File: config.mk
export PLATFORM = sky130hd
export DESIGN_NAME = mem_request_arbiter
export DESIGN_NICKNAME = d
export VERILOG_FILES = /design/src/rtl/mem_request_arbiter.sv
export SDC_FILE = /design/constraint.sdc
export NUM_CORES = 1
export LEC_CHECK = 0
export BUFFER_PORTS_ARGS = -buffer_cell sky130_fd_sc_hd__buf_2
export CAP_MARGIN = 30
export CORE_AREA = 8 8 523 525
export DETAILED_ROUTE_END_ITERATION = 7
export DIE_AREA = 0 0 531 533
export GPL_ROUTABILITY_DRIVEN = 0
export HOLD_SLACK_MARGIN = 0.1
export PLACE_DENSITY_LB_ADDON = 0.2
export SETUP_SLACK_MARGIN = 0.3
export SYNTH_ARGS = -nofsm -noshare
export SYNTH_HDL_FRONTEND = slang
export SYNTH_SLANG_ARGS = --single-unit
File: constraint.sdc
create_clock -name clock_i -period 2.05 [get_ports clock_i]
set_input_delay 0.1025 -clock clock_i [delete_from_list [all_inputs] [get_ports clock_i]]
set_output_delay 0.1025 -clock clock_i [all_outputs]
set_load 0.03 [all_outputs]
File: src/rtl/mem_request_arbiter.sv
// Round-robin arbiter sharing one memory controller between I-side and D-side miss requests.
// One transaction at a time: IDLE (arbitrate) -> ISSUE (wait for free controller) -> WAIT (await block).
module mem_request_arbiter #(
  parameter int addressSize = 64,
  parameter int blockSize   = 256
) (
  input  logic                   clock_i,
  input  logic                   reset_i,
  input  logic                   iReq_i,
  input  logic [addressSize-1:0] iReqAddress_i,
  input  logic                   dReq_i,
  input  logic [addressSize-1:0] dReqAddress_i,
  input  logic                   dReqIsWrite_i,
  input  logic [blockSize-1:0]   dReqData_i,
  output logic [addressSize-1:0] address_o,
  output logic [blockSize-1:0]   data_o,
  output logic                   requestEnable_o,
  output logic                   isMemWrite_o,
  input  logic [blockSize-1:0]   block_i,
  input  logic [addressSize-1:0] blockAddress_i,
  input  logic                   blockOutEnable_i,
  input  logic                   isMemoryEngaged_i,
  output logic                   iGrant_o,
  output logic                   dGrant_o,
  output logic                   iBlockValid_o,
  output logic                   dBlockValid_o,
  output logic [blockSize-1:0]   respBlock_o,
  output logic [addressSize-1:0] respAddress_o,
  output logic                   busy_o
);

  typedef enum logic [1:0] {IDLE, ISSUE, WAIT} state_t;

  state_t state, nextState;
  logic   lastServedD;
  logic   winnerD;
  logic   anyReq;
  logic   winD;

  always_comb begin
    anyReq    = iReq_i | dReq_i;
    // D wins when it is the only requester, or on a tie when I was served last
    winD      = dReq_i & ~(iReq_i & lastServedD);
    nextState = state;
    case (state)
      IDLE:    if (anyReq) nextState = ISSUE;
      ISSUE:   if (!isMemoryEngaged_i) nextState = WAIT;
      WAIT:    if (blockOutEnable_i) nextState = IDLE;
      default: nextState = IDLE;
    endcase
  end

  always_comb begin
    requestEnable_o = (state == ISSUE) && !isMemoryEngaged_i;
    busy_o          = (state != IDLE);
  end

  always_ff @(posedge clock_i) begin
    if (reset_i) state <= IDLE;
    else         state <= nextState;
  end

  always_ff @(posedge clock_i) begin
    if (reset_i) begin
      lastServedD   <= 1'b1;
      winnerD       <= 1'b0;
      address_o     <= '0;
      data_o        <= '0;
      isMemWrite_o  <= 1'b0;
      iGrant_o      <= 1'b0;
      dGrant_o      <= 1'b0;
      iBlockValid_o <= 1'b0;
      dBlockValid_o <= 1'b0;
      respBlock_o   <= '0;
      respAddress_o <= '0;
    end else begin
      iGrant_o      <= 1'b0;
      dGrant_o      <= 1'b0;
      iBlockValid_o <= 1'b0;
      dBlockValid_o <= 1'b0;
      if (state == IDLE && anyReq) begin
        winnerD     <= winD;
        lastServedD <= winD;
        iGrant_o    <= ~winD;
        dGrant_o    <= winD;
        if (winD) begin
          address_o    <= dReqAddress_i;
          data_o       <= dReqData_i;
          isMemWrite_o <= dReqIsWrite_i;
        end else begin
          address_o    <= iReqAddress_i;
          data_o       <= '0;
          isMemWrite_o <= 1'b0;
        end
      end
      if (state == WAIT && blockOutEnable_i) begin
        respBlock_o   <= block_i;
        respAddress_o <= blockAddress_i;
        iBlockValid_o <= ~winnerD;
        dBlockValid_o <= winnerD;
      end
    end
  end

endmodule

==> results.yml <==
die:
  io-pin-count: 1358
  core-area_sq_mm: 0.266
  die_x_um: 531
  die_h_um: 533
  start_util_pct: 8.15
  placementRows: 190
  die-area_sq_mm: 0.283
min_path:
  hold_path.class: "in2reg"
  hold_start: "dReqData_i[115]"
  whs_endpoint: "data_o[115]"
  worstHoldPathCells: 3
critical_path:
  crit_path_start: "state[1]"
  critPathLaunchType: "flip-flop"
  reg2reg_depth: 5
  timing.rr.end: "data_o[162]"
  rrSetupSlack_ns: 0.42
  crit_arrival_ns: 1.54
  criticalPathCategory: "reg2out"
  cpMaxStageDelayCell: "dfxtp_2"
  cp_common_cell: "buf_6"
  crit_required_ns: 1.95
  max_stage_delay_ns: 0.36
  end_kind: "output port"
  critPathMaxFanout: 6
  r2r_start: "lastServedD"
  crit_chain: "nor3b_4, buf_6, buf_6"
timing:
  fin_tns_setup_ns: 0
  finalHoldViolations: 0
  setup_violations: 0
  post-route-period-util_pct: 80.3
  rsz0062_at_grt: "yes"
  worstMarginPinSlew_ns: 0.493
  min_period_ns: 1.65
  drv_slew: 0
  fin_skew_ns: 0.0732
  clock.fmax_ghz: 0.608
  relSlewSlack_pct: 67.1
final_layout:
  fillers: 30300
  fin_nets: 5261
  layout-drive-gt1-share_pct: 34.3
  multi_input_comb_area_sq_mm: 0.00782
  seqCellArea_sq_mm: 0.0130
  final_util_pct: 17.0
  syn_to_final_growth_pct: 109
power_and_ir_drop:
  power_mw: 37.5
  leakage_nw: 19.3
  power_density_mw_per_mm2: 829
  peakVddDrop_v: 0.000757
synthesis:
  synth_flop_cell: "dfxtp_1"
  avgSynthCellArea_sq_um: 9.21
  yosys_register_bits: 649
  yosys_warnings: 0
  seq_area_frac_synth_pct: 59.9
  synth_edf_count: 0
  synth_area_sq_mm: 0.0217
  synth_cells: 2353
  synth.distinct_cells: 24
  synthArstFlopShare_pct: 0
  synth_nets: 3064
routing:
  vias: 27200
  dr.pass1.iters: 6
  wl_um: 214000
  ant_nets: 0
  drtIter0Drc: 1314
  wl_per_cell_um: 26.1
  avgViaCountPerCell: 3.30
  drc: 0
global_routing:
  antenna_found_initial: 102
  grt_pass1_vias: 28600
  grt_max_degree: 85
  grt_pass1_wl_um: 275000
  grt_usage_pct: 14.3
  overflow: 0
clocking:
  cts_root_buf: "clkbuf_16"
  clkSlewWorstSetupHoldPaths_ns: 0.06
  cts_tree: "done"
  htree_levels: 3
  clkLatencyLatePin_ns: 0.74
  cts_sinks: 649
  cts-buffers-inserted: 93
  clk_path_buf_depth: 3
place:
  io_buffers: 1357
  place_hpwl_um: 178000
job:
  max-cap-violations: 0
run_status:
  outcome: "completed"
==> per-layer routing <==
metal | share of wire [%] | track usage (%)
met3 | 18 | 11.2
met4 | 2.6 | 3.42
met1 | 38 | 15.9
met2 | 41 | 21.4
met5 | 0.13 | 0
==> worst max-delay path by stage <==
stage                     slack (ns)  cells past startpoint                to
after floorplan                 0.52                      6       data_o[237]
after global placement          0.29                      5  respBlock_o[207]
after detailed placement        0.25                      5  respBlock_o[211]
after CTS                       0.28                      3   requestEnable_o
after global routing            0.28                      3   requestEnable_o
final                           0.40                      3   requestEnable_o
==> stage by stage <==
stage	instance area [sq um]	instances	hold slack (ns)	setup slack (ns)
6_report	45300	8227	0.151	0.405
5_1_grt	45300	8213	0.116	0.279
4_1_cts	45200	8179	0.100	0.285
3_5_place_dp	32900	7117	0.321	0.246
3_3_place_gp	32900	7117	0.319	0.286
2_1_floorplan	21700	2353	0.235	0.518
==> layout make-up <==
type                    instances  area share [%]
diodes                         48           0.265
repair buffers               2309            36.7
clock inverters                43            1.45
clock buffers                 129            5.77
inverters                       1         0.00829
flip-flops and latches        649            28.7
well taps                    3552            9.81
multi-input cells            1496            17.3
==> power by group <==
group / switching [mW] / internal (mW)
Clock: 7.23 / 10.4
Combinational: 3.82 / 2.61
Sequential: 0.330 / 13.2
==> layout by cell type (no fill, tap or decap), drive strengths merged, types with 6 or more instances in the layout <==
cell         count
a21oi          387
a22o           257
a311oi          64
buf           1422
bufinv          11
clkbuf         129
clkinv          18
clkinvlp         9
dfxtp          649
diode           48
dlygate4sd3    886
inv              6
nand2          769
==> cells in the mapped netlist, types with 2 or more instances <==
master    count  area, sq um
a21boi_0      2         15.0
a21oi_1     386         1930
a22o_1      257         2250
a311oi_1     64          561
buf_1         9         33.8
buf_2       101          505
clkbuf_1     97          364
dfxtp_1     649        13000
nand2_1     769         2890
nand3b_1      2         15.0
nor2_1        3         11.3
nor3_1        2         10.0
==> cell families (layout without fill, tap and decap cells) <==
group | count (synthesis) | after routing | synth area share, %
AOI/OAI and AO/OA | 713 | 713 | 22.1
buffers and inverters | 208 | 2482 | 4.19
DFF | 649 | 649 | 59.9
other | 0 | 48 | 0
and+or+nand+nor | 783 | 783 | 13.8
==> state kept, by name, indices dropped and copies added, names as in the netlist <==
signal / count
lastServedD: 1
winnerD: 1
iBlockValid_o: 1
dGrant_o: 1
isMemWrite_o: 1
dBlockValid_o: 1
respBlock_o: 256
data_o: 256
address_o: 64
respAddress_o: 64
iGrant_o: 1
state: 2
==> worst max-delay path: cells and delay by family, from the launching register on <==
| family | cells | cell delay, ns |
|---|---|---|
| DFF | 1 | 0.36 |
| buffers and inverters | 2 | 0.30 |
| and+or+nand+nor | 1 | 0.21 |
==> timing repair <==
action,CTS,global route
buffers inserted,3,0
setup endpoints to repair,83,1
cloned,1,0
pin swaps,1,0
hold buffers,886,0
resized for setup,10,2
endpoints found under the hold margin,648,0
No activity file was read; power rests on OpenSTA's default activity.
